<file path="src/rtl/fetch_pkg.sv">
// rtl/fetch_pkg.sv - shared types and constants for the instruction fetch unit
package fetch_pkg;

  localparam int INSTR_W = 16;
  localparam int PC_INC  = 2;

  typedef enum logic [2:0] {
    FETCH,
    WAIT,
    ISSUE,
    INJECT,
    HALT
  } fetch_state_t;

endpackage

</file>
<file path="src/rtl/instr_fetch_unit.sv">
// rtl/instr_fetch_unit.sv - single-outstanding fetch stage feeding the decoder
// One request in flight; the decoder's branch/inject/end outputs pick the next PC.
module instr_fetch_unit
  import fetch_pkg::*;
#(
  parameter int                ADDR_W   = 16,
  parameter logic [ADDR_W-1:0] RESET_PC = '0
) (
  input  logic               clk_i,
  input  logic               rst_i,
  output logic               imem_req_o,
  output logic [ADDR_W-1:0]  imem_addr_o,
  input  logic [INSTR_W-1:0] imem_rdata_i,
  input  logic               imem_valid_i,
  input  logic               stall_i,
  input  logic               branch_i,
  input  logic [ADDR_W-1:0]  branch_target_i,
  input  logic [INSTR_W-1:0] self_instruct_i,
  input  logic               self_instruct_en_i,
  input  logic               end_program_i,
  output logic [INSTR_W-1:0] instr_o,
  output logic               instr_valid_o,
  output logic [ADDR_W-1:0]  pc_o,
  output logic               halted_o
);

  fetch_state_t       r_state;
  logic [ADDR_W-1:0]  r_pc;
  logic [INSTR_W-1:0] r_ir;
  logic [INSTR_W-1:0] r_inj;

  logic               w_presenting;
  logic [ADDR_W-1:0]  w_pc_seq;
  logic [ADDR_W-1:0]  w_pc_branch;

  assign w_presenting = (r_state == ISSUE) || (r_state == INJECT);
  assign w_pc_seq     = r_pc + ADDR_W'(PC_INC);
  // Instructions are halfword aligned, so the target's bit 0 is dropped.
  assign w_pc_branch  = branch_target_i & ~ADDR_W'(1);

  always_ff @(posedge clk_i) begin
    if (rst_i) begin
      r_state <= FETCH;
      r_pc    <= RESET_PC;
      r_ir    <= '0;
      r_inj   <= '0;
    end else begin
      case (r_state)
        FETCH: r_state <= WAIT;
        WAIT: begin
          if (imem_valid_i) begin
            r_ir    <= imem_rdata_i;
            r_state <= ISSUE;
          end
        end
        ISSUE, INJECT: begin
          // A stalled instruction is not consumed, so decoder outputs are ignored.
          if (!stall_i) begin
            if (end_program_i) begin
              r_state <= HALT;
            end else if (branch_i) begin
              r_pc    <= w_pc_branch;
              r_state <= FETCH;
            end else if (self_instruct_en_i && (r_state == ISSUE)) begin
              r_inj   <= self_instruct_i;
              r_state <= INJECT;
            end else begin
              r_pc    <= w_pc_seq;
              r_state <= FETCH;
            end
          end
        end
        HALT:    r_state <= HALT;
        default: r_state <= FETCH;
      endcase
    end
  end

  assign imem_req_o    = (r_state == FETCH) && !rst_i;
  assign imem_addr_o   = r_pc;
  assign instr_valid_o = w_presenting;
  assign instr_o       = (r_state == INJECT) ? r_inj : r_ir;
  assign pc_o          = r_pc;
  assign halted_o      = (r_state == HALT);

endmodule
</file>
<file path="config.mk">
export PLATFORM = sky130hd
export DESIGN_NAME = instr_fetch_unit
export DESIGN_NICKNAME = d
export VERILOG_FILES = /design/src/rtl/fetch_pkg.sv /design/src/rtl/instr_fetch_unit.sv
export SDC_FILE = /design/constraint.sdc
export NUM_CORES = 1
export LEC_CHECK = 0
export CAP_MARGIN = 20
export CORE_AREA = 8 8 100 93
export DETAILED_ROUTE_END_ITERATION = 7
export DIE_AREA = 0 0 108 101
export PLACE_DENSITY = 0.69
export REMOVE_ABC_BUFFERS = 1
export SLEW_MARGIN = 20
export SYNTH_ARGS = -nofsm -noshare
export SYNTH_HDL_FRONTEND = slang
export SYNTH_SLANG_ARGS = --single-unit
</file>
<file path="constraint.sdc">
create_clock -name clk_i -period 2.2 [get_ports clk_i]
set_input_delay 0.66 -clock clk_i [delete_from_list [all_inputs] [get_ports clk_i]]
set_output_delay 0.66 -clock clk_i [all_outputs]
set_load 0.01 [all_outputs]
</file>
# Word level (Yosys, flattened, before mapping)
# Cells that the tools add are included.
dict set report totals {
  reg_bits 51
}
dict set report classes {
  n_addsub 1
  n_eq_ne 7
  n_mux 9
  bitwise 3
  reduce_logical 10
}
# operator count
set op_table {}
lappend op_table {{16-bit 2-to-1 mux} 3}
lappend op_table {{16-bit by 2-bit adder with 16-bit output (second input constant)} 1}
lappend op_table {{3-bit case mux with 4 select lines} 1}
lappend op_table {{3-bit 2-to-1 mux} 3}
lappend op_table {{3-bit by 2-bit equality test with 1-bit output (second input constant)} 2}
lappend op_table {{2-bit != test (second input constant)} 3}
lappend op_table {{5-bit AND reduction} 1}
lappend op_table {{2-bit 2-to-1 mux} 2}
lappend op_table {{2-bit AND reduction} 2}
lappend op_table {{4-bit AND reduction} 1}
lappend op_table {{3-bit by 1-bit equality test with 1-bit output (second input constant)} 1}
lappend op_table {{3-bit equality test (second input constant)} 1}
lappend op_table {{3-bit logical NOT} 1}
lappend op_table {{1-bit inverter} 3}
lappend op_table {{1-bit logical AND} 2}
lappend op_table {{2-bit OR reduction} 1}
lappend op_table {{1-bit logical NOT} 1}
lappend op_table {{1-bit logical OR} 1}

# Longest topological paths before layout
dict set report depth {
  word_depth 7
  ltp_mapped 7
  depth_no_buf 5
}

# Worst setup path after synthesis
# OpenSTA, ideal clock, no wires.
dict set report synth_timing {
  kind {reg2out}
  start {register r_state[2]}
  end {output port instr_o[10]}
  t_required_ps 1540
  setup_slack_ps 70
  arrival_ps 1470
  path_stages_with_launch 5
  path_buffers 1
  path_cell_list {dfxtp_1 -> and2b_1 -> nand2_1 -> buf_4 -> mux2_2}
}
dict set report synth_via {
  elab_chain_cells 2
}
# element line_no
set synth_rtl {}
lappend synth_rtl {{start, declared} instr_fetch_unit.sv:27} ;# fetch_state_t r_state;
lappend synth_rtl {{start signal, assigned} instr_fetch_unit.sv:43} ;# r_state <= FETCH;
lappend synth_rtl {{start signal, assigned} instr_fetch_unit.sv:49} ;# FETCH: r_state <= WAIT;
lappend synth_rtl {{start signal, assigned} instr_fetch_unit.sv:53} ;# r_state <= ISSUE;
lappend synth_rtl {{3-bit by 2-bit equality test with 1-bit output} instr_fetch_unit.sv:82} ;# assign instr_o = (r_state == INJECT) ? r_inj : r_ir;
lappend synth_rtl {{16-bit 2-to-1 mux} instr_fetch_unit.sv:82}
lappend synth_rtl {{end, declared} instr_fetch_unit.sv:21} ;# output logic [INSTR_W-1:0] instr_o,
# Every way passes these cells.

# Final worst setup path
dict set report layout_timing {
  start {register r_state[2]}
  end {output port instr_o[11]}
}
# The elaborated chain is that of the path after synthesis.

==> summary.log <==
[outcome] result of the run complete, but fails checks
[outcome] failing checks negative setup slack
[detailed_routing] DRT Wirelength 8370 um
[placement] instance area after placement 0.00370 mm^2
[synth] simple-gate portion of the synthesized area 25.8%
[timing] worst hold slack across all endpoints 0.460 ns
[timing] transition time of the tightest slew-check pin 0.550 ns
[cells_and_area] register area 0.00100 mm^2
[cells_and_area] post-layout util 52.0%
[detailed_routing] met2 WL post-DR 4380 um
[floorplanning] Initial Utilization 33.8%
[detailed_routing] post-detailed-route wirelength per cell 15.6 um
[synth] prevailing post-synth register cell sky130_fd_sc_hd__dfxtp_1
[floorplanning] core footprint 0.00772 mm^2
[floorplanning] IO Pins 106
[power_and_ir_drop] Pwr per Cell Area 470 mW/mm^2
[detailed_routing] number of design-rule violations left by the first detailed-router iteration 91
[synth] share of synthesized area occupied by flip-flops and latches 38.4%
[clocking] cts bufs inserted 5
[clocking] CTS tree yes
[setup_path] required time worst endpoint 1.54 ns
[detailed_routing] Initial DRT Pass Iterations 4
[setup_path] Critical Path Fanout Max 5
[synth] number of enable-type register cells in the synthesized netlist 0
[clocking] depth of the CTS H-tree 2
[synth] proportion of synthesized area in mux cells 7.29%
[cells_and_area] antenna cell count 0
[power_and_ir_drop] maximum VDD drop 0.000220 V
[setup_path] Crit path top cell by count sky130_fd_sc_hd__buf_6
[detailed_routing] met3 wire length 306 um
[clocking] hold bufs inserted after CTS 0
[synth] area share of the largest cell type after synthesis 38.4%
[cells_and_area] fill cell count 737
[synth] flop and latch count out of synthesis 50
[synth] dominant combinational cell family by area after synthesis simple AND/OR/NAND/NOR gates
[setup_path] slowest cell delay on critical path 0.33 ns
[detailed_routing] detailed-route via count 2724
[global_route] GRT Residual Overflow 0
[synth] cell area after technology mapping 0.00261 mm^2
[timing] final critical-path share of the clock period 104%
[detailed_routing] DRC Markers 0
[placement] placed wire-length estimate 6030 um
[synth] post-synthesis async set-or-reset flop share 0%
[power_and_ir_drop] leakage power 1.51 nW
[placement] I/O Buffers 102
[setup_path] critical path class flip-flop to output port
[synth] most area-consuming cells after synthesis sky130_fd_sc_hd__dfxtp_1 (38%), sky130_fd_sc_hd__nand2_1 (12%), sky130_fd_sc_hd__a21oi_1 (8.6%)
[synth] post-synthesis compound-gate area fraction 18.4%
[global_route] maximum number of pins on one net before global-route repair 51
[cells_and_area] highest-count cells in the layout ignoring fill and taps sky130_fd_sc_hd__nand2_1 (84), sky130_fd_sc_hd__clkdlybuf4s50_1 (82), sky130_fd_sc_hd__dfxtp_1 (49)
[setup_path] cell-by-cell trace of the critical path and2b_1, nand2_2, buf_6, buf_12, mux2_4, buf_6
[cells_and_area] number of standard cells in the final layout excluding fillers 535
[floorplanning] die span in y 101 um
[placement] number of cells after detailed placement 517
[detailed_routing] DR top layer met4
[setup_path] worst path bufs/invs 3
[timing] Relative slew margins 63.3%
[setup_path] kind of end point of the critical path output port
[placement] pre-CTS setup slack -0.102 ns
[global_route] first-pass GRT wire length 13400 um
[floorplanning] floorplan die area 0.0109 mm^2
[synth] mean cell area of the mapped netlist 7.81 um^2
[synth] cell count after synthesis 334
[detailed_routing] ratio of routed vias to standard cells 5.09
[job] max-capacitance violation count 0
[timing] Period minus WS final 2.28 ns
[timing] unrepaired setup endpoints after global routing true
[power_and_ir_drop] overall power of the completed layout 1.88 mW
[synth] Yosys top cell by area sky130_fd_sc_hd__dfxtp_1
[synth] parity-gate share of the synthesized area counting xor and xnor cells 0%
[timing] Worst Slack Setup Final -0.0813 ns
[setup_path] data arrival time of the worst path 1.62 ns
[clocking] sinks on the clock net 50
[synth] count of warnings emitted by yosys 0
[timing] count of final setup violators 11
[clocking] clock buffer depth 2
[cells_and_area] Area Growth Syn to Fin 53.8%
[global_route] via count of the first global-routing pass 2742
[setup_path] element type at the critical path start flip-flop
[placement] final RePlAce weighted congestion 0.831
[global_route] GR Util All Layers 15.3%
[setup_path] cell class contributing the biggest share of worst-path delay buffers and inverters
[detailed_routing] routed metal-1 wire length 3530 um
[synth] adder and majority gate portion of the synthesized area 0.480%
[timing] Final Max Tran Viols 0
[cells_and_area] Final Net Count 491
[setup_path] Crit-path slowest cell sky130_fd_sc_hd__dfxtp_2
[timing] final number of hold-violating endpoints 0
[cells_and_area] fraction of final layout cells with drive strength greater than 1 20.0%
[cells_and_area] Final Instance Area 0.00401 mm^2
[worst_hold_path] path class of the lowest-slack min-delay path flip-flop to flip-flop
[cells_and_area] most common cell after layout, fill and taps aside sky130_fd_sc_hd__nand2_1
[clocking] Clock transition at path regs 0.10 ns
[clocking] insertion delay of the later-clocked pin in the worst-skew pair 0.30 ns
[global_route] number of antenna violations at the first check in global routing 0
[floorplanning] die width 108 um
[cells_and_area] area of the multi-input gates 0.00144 mm^2
[synth] synth unique cells 46
[floorplanning] number of rows created at floorplan 31
[timing] clock skew 0.00672 ns
[detailed_routing] number of nets still failing antenna checks after routing 0
[timing] highest attainable clock frequency 438 MHz
[clocking] clock tree root buffer cell sky130_fd_sc_hd__clkbuf_8
[timing] summed negative setup slack over all endpoints -0.765 ns
## cell usage after synthesis, types with 3 or more instances
library cell,number
sky130_fd_sc_hd__dfxtp_1,50
sky130_fd_sc_hd__buf_2,6
sky130_fd_sc_hd__nand3_1,9
sky130_fd_sc_hd__a21boi_0,3
sky130_fd_sc_hd__a31oi_1,10
sky130_fd_sc_hd__buf_4,18
sky130_fd_sc_hd__nor2_1,14
sky130_fd_sc_hd__o21ai_0,10
sky130_fd_sc_hd__nand4_1,6
sky130_fd_sc_hd__a21oi_1,45
sky130_fd_sc_hd__nor4_1,3
sky130_fd_sc_hd__clkbuf_1,14
sky130_fd_sc_hd__and4_1,3
sky130_fd_sc_hd__mux2_2,16
sky130_fd_sc_hd__a21o_1,3
sky130_fd_sc_hd__nand2_1,85
## layout make-up
type | count | share of cell area, %
timing repair buffer | 134 | 33.6
multi-input combinational | 243 | 35.8
sequential | 50 | 25.0
tap | 99 | 3.09
inverter | 1 | 0.0936
clock inverter | 2 | 0.405
clock buffer | 6 | 2.06
## path summary, 6_finish.rpt
| kind | start | to | slack, ns | depth (start not counted) |
|---|---|---|---|---|
| worst min-delay path | r_inj[3] | r_inj[3] | 0.46 | 2 |
| worst min register to register | r_inj[3] | r_inj[3] | 0.46 | 2 |
| worst max register to register | r_state[2] | imem_addr_o[2] | 0.39 | 7 |
| worst max-delay path | r_state[2] | instr_o[11] | -0.08 | 6 |
## kinds of logic (layout without fill, tap and decap cells)
kind of cell,Yosys count,after routing
other cells,1,2
compound gates,83,83
mux,17,17
buf+inv,42,143
fa+ha+maj,1,1
simple gates,140,140
flops,50,50
## worst register-to-register path: cells and delay by family, from the launching register on
kind,cells,cell delay [ns]
DFF,1,0.33
AOI/OAI and AO/OA,1,0.21
buffers and inverters,3,0.42
and+or+nand+nor,3,0.78
## sequential cells by signal, summed over array words and instances (netlist names)
| name | count |
|---|---|
| r_ir | 16 |
| imem_addr_o | 15 |
| r_inj | 16 |
| r_state | 3 |
## metal layers
metal  global-route usage [%]  vias up
li1                         -     1343
met1                     18.0     1307
met2                     26.7       62
met3                     2.75       12
met4                     5.86        0
met5                        0        -
## repair_timing
| action | in CTS | in global routing |
|---|---|---|
| setup endpoints to repair | 18 | 16 |
| gates resized for setup | 102 | 11 |
| buffers inserted | 8 | 2 |
| pin swaps | 1 | 1 |
| hold endpoints to repair | 0 | 0 |
## power by group
group / switching (mW) / internal (mW) / total (mW)
clock network: 0.321 / 0.259 / 0.580
registers: 0.0162 / 0.928 / 0.944
logic: 0.147 / 0.214 / 0.360
Note: power is estimated with default switching activity, not from simulation.
